--- config.mk ---
export PLATFORM = sky130hd
export DESIGN_NAME = hazard_unit_mc
export DESIGN_NICKNAME = d
export VERILOG_FILES = /design/src/rtl/hazard_unit_mc.sv
export SDC_FILE = /design/constraint.sdc
export NUM_CORES = 1
export LEC_CHECK = 0
export CAP_MARGIN = 10
export CORE_MARGIN = 4
export CORE_UTILIZATION = 27
export CTS_CLUSTER_SIZE = 14
export DETAILED_ROUTE_END_ITERATION = 8
export GPL_TIMING_DRIVEN = 0
export PLACE_DENSITY = 0.79
export SLEW_MARGIN = 20
export SYNTH_ARGS = -nofsm -noshare
export SYNTH_HDL_FRONTEND = slang
export SYNTH_SLANG_ARGS = --single-unit
--- constraint.sdc ---
create_clock -name clk -period 1.8 [get_ports clk]
set_input_delay 0.36 -clock clk [delete_from_list [all_inputs] [get_ports clk]]
set_output_delay 0.36 -clock clk [all_outputs]
set_load 0.01 [all_outputs]
--- src/rtl/hazard_unit_mc.sv ---
// Hazard controller for the five-stage MIPS pipeline: forwarding selects, load-use/branch/jr
// stalls, multi-cycle divider sequencing, data-SRAM wait handling and exception redirect.
module hazard_unit_mc #(
    parameter int          REG_AW     = 5,
    parameter int          DIV_CYCLES = 32,
    parameter logic [31:0] EXC_VECTOR = 32'hbfc00380,
    parameter logic [31:0] ERET_CODE  = 32'h0000000e
) (
    input  logic              clk,
    input  logic              rst,
    input  logic [REG_AW-1:0] rsD,
    input  logic [REG_AW-1:0] rtD,
    input  logic              branchD,
    input  logic              jrD,
    input  logic [REG_AW-1:0] rsE,
    input  logic [REG_AW-1:0] rtE,
    input  logic [REG_AW-1:0] writeregE,
    input  logic              regwriteE,
    input  logic              memtoregE,
    input  logic              divE,
    input  logic [REG_AW-1:0] writeregM,
    input  logic              regwriteM,
    input  logic              memtoregM,
    input  logic              mem_busyM,
    input  logic [31:0]       excepttypeM,
    input  logic [31:0]       epcM,
    input  logic [REG_AW-1:0] writeregW,
    input  logic              regwriteW,
    output logic              forwardaD,
    output logic              forwardbD,
    output logic [1:0]        forwardaE,
    output logic [1:0]        forwardbE,
    output logic              stallF,
    output logic              stallD,
    output logic              stallE,
    output logic              stallM,
    output logic              flushF,
    output logic              flushD,
    output logic              flushE,
    output logic              flushM,
    output logic              flushW,
    output logic              div_busy,
    output logic              div_done,
    output logic [31:0]       newPC,
    output logic              pc_redirect
);

    localparam int              CNT_W    = $clog2(DIV_CYCLES);
    localparam logic [CNT_W-1:0] CNT_LOAD = CNT_W'(DIV_CYCLES - 2);

    typedef enum logic [1:0] {
        IDLE = 2'd0,
        BUSY = 2'd1,
        DONE = 2'd2
    } divState_t;

    divState_t        divState;
    divState_t        divStateNext;
    logic [CNT_W-1:0] divCount;
    logic [CNT_W-1:0] divCountNext;

    logic exc;
    logic eHitRs;
    logic eHitRt;
    logic mHitRs;
    logic mHitRt;
    logic lwStall;
    logic branchStall;
    logic jrStall;
    logic depStall;
    logic divStall;

    assign exc = (excepttypeM != 32'd0);

    // Forwarding: M result beats W result; register 0 is hard-wired and never forwarded
    assign forwardaE = (rsE != '0 && regwriteM && rsE == writeregM) ? 2'b10 :
                       (rsE != '0 && regwriteW && rsE == writeregW) ? 2'b01 : 2'b00;
    assign forwardbE = (rtE != '0 && regwriteM && rtE == writeregM) ? 2'b10 :
                       (rtE != '0 && regwriteW && rtE == writeregW) ? 2'b01 : 2'b00;
    assign forwardaD = (rsD != '0) && regwriteM && (rsD == writeregM);
    assign forwardbD = (rtD != '0) && regwriteM && (rtD == writeregM);

    // D-stage compare operands still in flight: an ALU result in E or a load in M
    assign eHitRs = regwriteE && (writeregE != '0) && (writeregE == rsD);
    assign eHitRt = regwriteE && (writeregE != '0) && (writeregE == rtD);
    assign mHitRs = memtoregM && (writeregM != '0) && (writeregM == rsD);
    assign mHitRt = memtoregM && (writeregM != '0) && (writeregM == rtD);

    assign lwStall     = memtoregE && (rtE != '0) && ((rtE == rsD) || (rtE == rtD));
    assign branchStall = branchD && (eHitRs || eHitRt || mHitRs || mHitRt);
    assign jrStall     = jrD && (eHitRs || mHitRs);
    assign depStall    = lwStall || branchStall || jrStall;

    // The divide holds E until its final (DONE) cycle, when the quotient is ready
    assign divStall = divE && (divState != DONE);
    assign div_busy = (divState == BUSY);
    assign div_done = (divState == DONE) && !exc;

    always_ff @(posedge clk or posedge rst) begin
        if (rst) begin
            divState <= IDLE;
            divCount <= '0;
        end else begin
            divState <= divStateNext;
            divCount <= divCountNext;
        end
    end

    // divCount holds the BUSY cycles still to run, including the current one
    always_comb begin
        divStateNext = divState;
        divCountNext = divCount;
        case (divState)
            IDLE: begin
                if (divE && !mem_busyM) begin
                    if (DIV_CYCLES == 2) begin
                        divStateNext = DONE;
                    end else begin
                        divStateNext = BUSY;
                        divCountNext = CNT_LOAD;
                    end
                end
            end
            BUSY: begin
                if (!mem_busyM) begin
                    if (divCount <= CNT_W'(1)) begin
                        divStateNext = DONE;
                        divCountNext = '0;
                    end else begin
                        divCountNext = divCount - CNT_W'(1);
                    end
                end
            end
            DONE: begin
                divStateNext = IDLE;
            end
            default: begin
                divStateNext = IDLE;
                divCountNext = '0;
            end
        endcase
        if (exc) begin
            divStateNext = IDLE;
            divCountNext = '0;
        end
    end

    // Stall/flush arbitration: exception, then SRAM wait, then divide, then data hazards
    always_comb begin
        stallF      = 1'b0;
        stallD      = 1'b0;
        stallE      = 1'b0;
        stallM      = 1'b0;
        flushF      = 1'b0;
        flushD      = 1'b0;
        flushE      = 1'b0;
        flushM      = 1'b0;
        flushW      = 1'b0;
        pc_redirect = 1'b0;
        newPC       = 32'd0;
        if (exc) begin
            flushF      = 1'b1;
            flushD      = 1'b1;
            flushE      = 1'b1;
            flushM      = 1'b1;
            flushW      = 1'b1;
            pc_redirect = 1'b1;
            newPC       = (excepttypeM == ERET_CODE) ? epcM : EXC_VECTOR;
        end else if (mem_busyM) begin
            stallF = 1'b1;
            stallD = 1'b1;
            stallE = 1'b1;
            stallM = 1'b1;
            flushW = 1'b1;
        end else if (divStall) begin
            stallF = 1'b1;
            stallD = 1'b1;
            stallE = 1'b1;
            flushM = 1'b1;
        end else if (depStall) begin
            stallF = 1'b1;
            stallD = 1'b1;
            flushE = 1'b1;
        end
    end

endmodule
## Word-level counts from Yosys, hierarchy flattened

Cells that the tools add are included.

| storage, ports and cells | value |
|---|---|
| register bits | 7 |
| latch bits | 0 |
| bits in writable memories | 0 |
| memory bits (read-only) | 0 |
| bits of input ports | 110 |
| output and inout port bits | 50 |
| word-level logic and storage cells | 100 |
| memories | 0 |

| cells by class | value |
|---|---|
| add/subtract/negate cells | 1 |
| multiply operators | 0 |
| div/mod/pow operators | 0 |
| magnitude comparators | 1 |
| equal/unequal tests | 20 |
| shifts and indexed selects | 0 |
| mux-type cells | 32 |
| bitwise gates (word level) | 0 |
| reductions and logical operators | 44 |

Operators with widths:

| cell | count |
|---|---|
| $mux W32 | 2 |
| $eq A5 B5 Y1 | 12 |
| $eq A32 B4 Y1 const B | 1 |
| $reduce_bool A32 Y1 | 1 |
| $reduce_bool A5 Y1 | 6 |
| $logic_and A1 B1 Y1 | 25 |
| $mux W5 | 4 |
| $mux W1 | 18 |
| $pmux W5 S3 | 1 |
| $mux W2 | 6 |
| $logic_or A1 B1 Y1 | 7 |
| $reduce_and A3 Y1 | 2 |
| $le A5 B1 Y1 const B | 1 |
| $sub A5 B1 Y5 const B | 1 |
| $ne A2 B2 Y1 const B | 2 |
| $pmux W2 S2 | 1 |
| $ne A3 B1 Y1 const B | 1 |
| $ne A3 B2 Y1 const B | 1 |
| $ne A3 B3 Y1 const B | 1 |
| $eq A2 B1 Y1 const B | 1 |
| $eq A2 B2 Y1 const B | 1 |
| $logic_not A1 Y1 | 2 |
| $logic_not A2 Y1 | 1 |

## Depth between registers and ports, before layout

Gate-level depths: netlist of the first run.

| logic depth | value |
|---|---|
| word-level depth | 13 |
| mapped depth | 8 |

## Worst setup path before layout of the first run

Ideal clock, no wire load.

| timing path | value |
|---|---|
| path type | input to output |
| start point | input port writeregM[1] |
| end point | output port stallF |
| data arrival time | 1.711 ns |
| required time | 1.440 ns |
| slack | -0.271 ns |
| cell stages on the path | 8 |
| cell sequence | buf_2 > xor2_1 > nor3_1 > nand3_1 > a211oi_1 > nor3_2 > a21oi_1 > buf_4 |

| on the way | value |
|---|---|
| word-level cells in the longest chain between the ends | 12 |
| elaborated cells between the ends (all ways) | 17 |

Ends and longest elaborated chain:

| what | RTL line | text |
|---|---|---|
| start: declaration | 21 | `input logic [REG_AW-1:0] writeregM,` |
| $reduce_bool A5 Y1 | 86, 87 |  |
| $logic_and A1 B1 Y1 | 86, 87 |  |
| $logic_and A1 B1 Y1 | 86 | `assign mHitRs = memtoregM && (writeregM != '0) && (writeregM == rsD);` |
| $logic_or A1 B1 Y1 (2 in a row) | 90 | `assign branchStall = branchD && (eHitRs \|\| eHitRt \|\| mHitRs \|\| mHitRt);` |
| $logic_and A1 B1 Y1 | 90 |  |
| $logic_or A1 B1 Y1 | 92 | `assign depStall = lwStall \|\| branchStall \|\| jrStall;` |
| $logic_or A1 B1 Y1 * | 92 |  |
| $mux W1 * (4 in a row) | -- |  |
| end: declaration | 33 | `output logic stallF,` |

Mark *: on every way between the ends. The rest lies on a longest branch, timed or not.

## Worst setup path in the final report of the first run

| timing path | value |
|---|---|
| start point | input port excepttypeM[29] |
| end point | output port newPC[27] |

| on the way | value |
|---|---|
| word-level cells in the longest chain between the ends | 3 |
| elaborated cells between the ends (all ways) | 4 |

Ends and longest elaborated chain:

| what | RTL line | text |
|---|---|---|
| start: declaration | 25 | `input logic [31:0] excepttypeM,` |
| $eq A32 B4 Y1 | 168 | `newPC = (excepttypeM == ERET_CODE) ? epcM : EXC_VECTOR;` |
| $mux W32 | 168 |  |
| $mux W32 * | 161 | `if (exc) begin` |
| end: declaration | 44 | `output logic [31:0] newPC,` |

Marked as above.

==> metrics.txt, run 1 <==
run status=complete, but fails checks; violated checks=setup timing; clock latency on the worst-skew pair=220 ps; Clock Pin Slew Worst Setup and Hold Paths=40 ps; DRC=0; # setup viols final=46; Cells after Synth=218; Max Cap Viol=0; slowest cell on the critical path=nor4_1; Cell Chain, Critical Path=buf_2, nor4_1, nand4_1, nor2_4, nand4_1, buf_6, buf_6, o21a_1, buf_2; Layout fillers=450; Hold/Removal Path Class=input port to asynchronous set/reset pin; RSZ-0062 raised after global routing=yes; Max Clk Rate=440 MHz; Detail Placement HPWL=6.03 mm; Clock Sinks=7; Slew HR=0.792; CTS tree=built; skew final=1.74 ps; GPL Wtd Cong=0.864; Root Buffer=clkbuf_8; initial detailed-routing violation count=59; Synth Cell Area=1580 sq um; hold_buf cts=0; Mean Syn Cell Area=7.23 sq um; Inst Count DP=439; gr usage total=0.200; clk buf depth=2; Combinational Power Share=0.565; total clock buffers created by CTS=3; sequential fraction of the synthesis area=0.111; CP Capture Type=output port; I/O Buffers=149; Slew @ Worst Pin=310 ps; Wirelength per Cell=16.7 microns; global-route wire length before repair=11.9 mm; Core ar.=5570 sq um; GR Overflow Total=0; syn nets=330; Startpoint Class=input port; post-route ant nets=0; count of cell types in the netlist=36; fraction of layout cells with a size suffix above 1=0.494; kind of critical path=input port to output port; power density over the cells=228 nW/um^2; initial antenna violation count=0; via count=2350; cell taking the most area after synthesis=xnor2_1; crit path DAT=1910 ps; Clk pwr share=0.249; NetSw=0.257 mW; largest cells by area after synthesis=xnor2_1 (15%), xor2_1 (13%), dfrtp_1 (11%), and2_1 (7.9%), o21a_1 (6.2%); chip height=84.4 microns; post-synth top area share=0.150; Leak Pwr=1.54 nW; Power Internal=0.592 mW; area delta synth->final=136%; peak supply drop=157 uV; Initial Util=0.283; Die ar.=7120 sq um; fin worst setup slack=-474 ps; Ant. Diodes=0; # IOs=160; Area after DPL=3190 sq um; Yosys reg bits=7; largest net degree at the start of global routing=11; crit path time final=2270 ps; Worst path max stage delay=260 ps; design area=3720 sq um; number of H-tree levels=1; vias in the first global route=2384; Core Rows=27; Tot Pwr=0.849 mW; # nets final=516; Hold Violations, Final=0; final std cells w/o fill=475; total routed wirelength=7.91 mm; yosys synthesis warning count=0; fin. max-slew vios=0; chip width=84.4 microns; DR pass1 iterations=4; Via-to-Cell Ratio=4.95; sequential share of power=0.186; Hold WS=358 ps; crit-path max FO=6; switching share of total power=0.303; period utilisation layout=1.26; CP required=1440 ps; Final Core Density=0.668
[registers in the layout, summed over array words and instances (netlist names)]
register  flops
divCount      5
divState      2
[power by group through the flow]
| stage | combinational (mW) | clock (mW) | sequential [mW] |
|---|---|---|---|
| after floorplan | 0.164 | 0 | 0.160 |
| final | 0.479 | 0.211 | 0.158 |
| after global placement | 0.429 | 0 | 0.160 |
| after CTS | 0.430 | 0.217 | 0.158 |
| after global routing | 0.514 | 0.228 | 0.158 |
| after detailed placement | 0.439 | 0 | 0.160 |
[routing by layer]
| metal | wire length, microns | share of wire | up-vias | global-route usage |
|---|---|---|---|---|
| met5 | 0 | 0 | - | 0 |
| met3 | 521 | 0.066 | 22 | 0.0373 |
| met1 | 3020 | 0.38 | 1100 | 0.227 |
| li1 | - | - | 1130 | - |
| met4 | 216 | 0.027 | 0 | 0.0576 |
| met2 | 4150 | 0.52 | 98 | 0.377 |
[synthesized netlist by cell type, drive strengths merged]
cell type / number
xnor2: 27
xor2: 24
and2: 20
nor2: 17
buf: 13
o21a: 13
nor3: 12
nor4: 12
o21ai: 11
dfrtp: 7
inv: 7
nand4: 7
a21oi: 6
nand2: 6
nand3: 6
or4: 6
clkbuf: 5
a22oi: 3
nand2b: 3
a211oi: 2
ha: 2
o211ai: 2
a31o: 1
a31oi: 1
and4: 1
nand3b: 1
nor2b: 1
o21bai: 1
o22ai: 1
[critical path, delay by kind of cell]
kind / cells / cell delay (ps)
buffers and inverters: 4 / 540
AO/OA/AOI/OAI: 1 / 170
AND/OR/NAND/NOR: 4 / 840
[per-stage QoR]
stage / TNS (ps) / worst slack, ps
after floorplan: -484 / -209
after global placement: -53510 / -1310
after detailed placement: -56790 / -1390
after CTS: -14520 / -453
after global routing: -19170 / -549
final: -16120 / -474
[area by class of cell]
cell class | count | area, sq um | area share
Buffer | 16 | 189 | 0.0508
Inverter | 7 | 26.3 | 0.00706
Tap cell | 72 | 90.1 | 0.0242
Multi-Input combinational cell | 186 | 1570 | 0.423
Clock buffer | 4 | 45.0 | 0.0121
Sequential cell | 7 | 176 | 0.0474
Timing Repair Buffer | 183 | 1620 | 0.436
[what timing repair did]
action | 4_1_cts | 5_1_grt
resized for setup | 450 | 85
pin swaps | 51 | 43
gates cloned | 2 | 0
buffers inserted | 19 | 15
endpoints found under the setup margin | 56 | 54
hold endpoints to repair | 0 | 0
[placed cells by master, fill, tap and decap left out, drive strengths merged, types with 6 or more instances in the layout]
cell type,count
a21oi,6
nand2,6
xor2,24
xnor2,27
dfrtp,7
buf,128
clkdlybuf4s15,9
clkbuf,11
dlygate4sd2,11
clkdlybuf4s50,44
nand3,6
nor2,17
inv,7
nor3,12
o21ai,11
o21a,13
or4,6
and2,20
nor4,12
nand4,7
[worst paths after layout]
kind,start,end,slack [ps],cells after the start
worst min register to register,divState[1],divState[0],570,1
worst max register to register,divCount[0],divState[0],330,4
worst min-delay path,rst,divCount[3],360,2
worst max-delay path,excepttypeM[29],newPC[27],-470,9
min in group clk,divState[1],divState[0],570,1
max in group asynchronous,rst,divState[1],1220,2
[kinds of logic (layout without fill, tap and decap cells)]
kind of cell	count (synthesis)	after routing	synth area share
flip-flops	7	7	0.111
adder cells (fa/ha/maj)	2	2	0.0159
AND/OR/NAND/NOR	92	92	0.343
AO/OA/AOI/OAI	41	41	0.168
XOR/XNOR	51	51	0.284
buffers and inverters	25	210	0.0786
Power figures use the tool's default switching activity.
==> run 2, diff against run 1 <==
--- a/config.mk
+++ b/config.mk
@@ -7,11 +7,11 @@
 export LEC_CHECK = 0
 export CAP_MARGIN = 10
 export CORE_MARGIN = 4
-export CORE_UTILIZATION = 27
+export CORE_UTILIZATION = 28
 export CTS_CLUSTER_SIZE = 14
 export DETAILED_ROUTE_END_ITERATION = 8
 export GPL_TIMING_DRIVEN = 0
-export PLACE_DENSITY = 0.79
+export PLACE_DENSITY = 0.78
 export SLEW_MARGIN = 20
 export SYNTH_ARGS = -nofsm -noshare
 export SYNTH_HDL_FRONTEND = slang
==> constraint.sdc (replaced) <==
create_clock -name clk -period 2.55 [get_ports clk]
set_input_delay 0.51 -clock clk [delete_from_list [all_inputs] [get_ports clk]]
set_output_delay 0.51 -clock clk [all_outputs]
set_load 0.01 [all_outputs]
==> run 2 against run 1 <==
Net effect:
- clock-buffer cell count did not move
- via count fell by 1.4%
- highest routed layer unchanged
- clock skew fell by 1.5 ps
- the flow still finishes with violations (setup timing)
==> metrics.txt, run 2 (same netlist as run 1, synthesis figures left out) <==
Startpoint Class=input port; Slew @ Worst Pin=596 ps (+286 ps); NetSw=0.183 mW (-29%); Root Buffer=clkbuf_8; initial detailed-routing violation count=91 (+54%); stages on the worst setup path=10 (+1); crit-path max FO=4 (-2); area delta synth->final=113%; vias in the first global route=2358 (-1.1%); RSZ-0062 raised after global routing=yes; Hold/Removal Path Class=input port to asynchronous set/reset pin; clock latency on the worst-skew pair=230 ps (about the same); Clk pwr share=0.271 (+0.022); Leak Pwr=1.40 nW (-9.4%); gr busiest metal=met2; Combinational Power Share=0.537 (-0.028); Core ar.=5470 sq um (-1.8%); DRC=0 (unchanged); Slew HR=0.603 (-0.189); violated checks=setup timing; global-route wire length before repair=11.7 mm (-2.1%); CP Capture Type=output port; Wirelength per Cell=16.6 microns (-0.61%); hold_buf cts=0 (unchanged); chip height=83.0 microns (-1.6%); cell family with most CP delay=buffers and inverters; largest net degree at the start of global routing=11 (unchanged); final std cells w/o fill=459 (-3.4%); most frequent cells in the layout=clkdlybuf4s50_1 (53), buf_6 (38), buf_2 (36), xnor2_1 (27), xor2_1 (24); GPL Wtd Cong=0.943 (+9.2%); I/O Buffers=149 (unchanged); Clock Sinks=7 (unchanged); met2 Use GR=0.376 (-0.000521); met3 Resource Use GR=0.0516 (+0.0143); Largest regs=divCount: 5 flops, divState: 2 flops; fin worst setup slack=-83.7 ps (+391 ps); run status=complete, but fails checks; Die ar.=6890 sq um (-3.2%); fraction of layout cells with a size suffix above 1=0.401 (-0.0933); CTS tree=built; chip width=83.0 microns (-1.6%); gr usage total=0.199 (-0.00103); crit path DAT=2120 ps (+210 ps); Max Cap Viol=0 (unchanged); GR Overflow Total=0 (unchanged); peak supply drop=127 uV (-19%); initial antenna violation count=0 (unchanged); Biggest register=divCount; number of H-tree levels=1 (unchanged); commonest non-fill, non-tap cell in the layout=clkdlybuf4s50_1; Power Internal=0.399 mW (-33%); Initial Util=0.288 (+0.00523); fin. max-slew vios=0 (unchanged); max reg flops=5 (unchanged); total routed wirelength=7.60 mm (-4.0%); Reg2Reg Depth=5 (+1); # IOs=160 (unchanged); CP required=2040 ps (+600 ps); post-route ant nets=0 (unchanged); Critical Path Source=excepttypeM[12]; Detail Placement HPWL=5.81 mm (-3.6%); Inst Count DP=439 (unchanged); M1 GR Usage=0.217 (-0.0103); total clock buffers created by CTS=3 (unchanged); slowest cell on the critical path=buf_4; kind of critical path=input port to output port; via count=2317 (-1.4%); Via-to-Cell Ratio=5.05 (+2.0%); Max Clk Rate=380 MHz; # nets final=500 (-3.1%); Core Rows=27 (unchanged); switching share of total power=0.314 (+0.0111); Ant. Diodes=0 (unchanged); sequential share of power=0.192 (+0.006); Worst path max stage delay=230 ps (-30 ps); period utilisation layout=1.03; Cell Chain, Critical Path=clkdlybuf4s15_1, nor4_4, nand4_1, nor2_2, buf_4, nand4_1, buf_4, buf_6, o21a_1, buf_2; pre-CTS WS=-936 ps (+456 ps); Bufs and invs on worst path=5 (+1); power density over the cells=174 nW/um^2 (-24%); crit path time final=2630 ps; Hold Violations, Final=0 (unchanged); DR pass1 iterations=4 (unchanged); Clock Pin Slew Worst Setup and Hold Paths=40 ps (about the same); reg2reg start=divState[1]; skew final=0.265 ps (-1.48 ps); # setup viols final=6 (-87%); clk buf depth=2 (unchanged)
[run 2: cell count changes in the layout (fill, tap and decap cells not counted), sizes merged]
cell	delta
buf	-40
clkbuf	+11
clkdlybuf4s15	+3
clkdlybuf4s50	+9
dlymetal6s2s	+1
[run 2: routing by layer]
metal	share of wire	vias to the layer above
met2	0.53	133
met3	0.073	15
met1	0.38	1075
met5	0	-
li1	-	1094
met4	0.019	0
[run 2: timing repair]
item | 4_1_cts | 5_1_grt
setup buffers | 11 | 2
setup endpoints to repair | 49 | 44
pin swaps | 22 | 38
resized for setup | 293 | 99
cloned | 1 | 2
[run 2: worst reg2reg max path: cells and delay by family, from the launching register on]
| kind | cells | cell delay (ps) |
|---|---|---|
| AO/OA/AOI/OAI | 2 | 670 |
| flip-flops | 1 | 460 |
| AND/OR/NAND/NOR | 3 | 330 |
[run 2: final cells by class]
| cell class | instances | area, sq um |
|---|---|---|
| Buffer | 18 | 126 |
| Clock buffer | 4 | 45.0 |
| Fill cell | 518 | 2120 |
| Inverter | 7 | 26.3 |
| Multi-Input combinational cell | 186 | 1450 |
| Sequential cell | 7 | 175 |
| Tap cell | 72 | 90.1 |
| Timing Repair Buffer | 165 | 1440 |
[run 2: final timing paths]
path                          endpoint  slack (ps)
setup / recovery             newPC[27]         -80
hold / removal             divCount[1]         520
setup reg to reg           divCount[3]         980
hold reg to reg            divCount[2]         590
max in group asynchronous  divCount[2]        1810
min in group clk           divCount[2]         590
[run 2: power groups by stage]
stage	registers, mW	logic [mW]	clock network, mW
after floorplan	0.113	0.111	0
after global placement	0.113	0.303	0
after detailed placement	0.113	0.311	0
after CTS	0.112	0.299	0.160
after global routing	0.111	0.334	0.166
final	0.112	0.312	0.158
[run 2: metrics by stage]
stage                     utilization  instance area [sq um]  TNS, ps  total power, mW  hold WS [ps]
after floorplan                     -                   1580        0            0.224           313
after global placement          0.577                   3160   -29100            0.416           560
after detailed placement        0.577                   3160   -29570            0.424           562
after CTS                       0.587                   3210    -83.2            0.570           530
after global routing            0.612                   3350    -1540            0.612           549
final                           0.612                   3350     -384            0.582           516
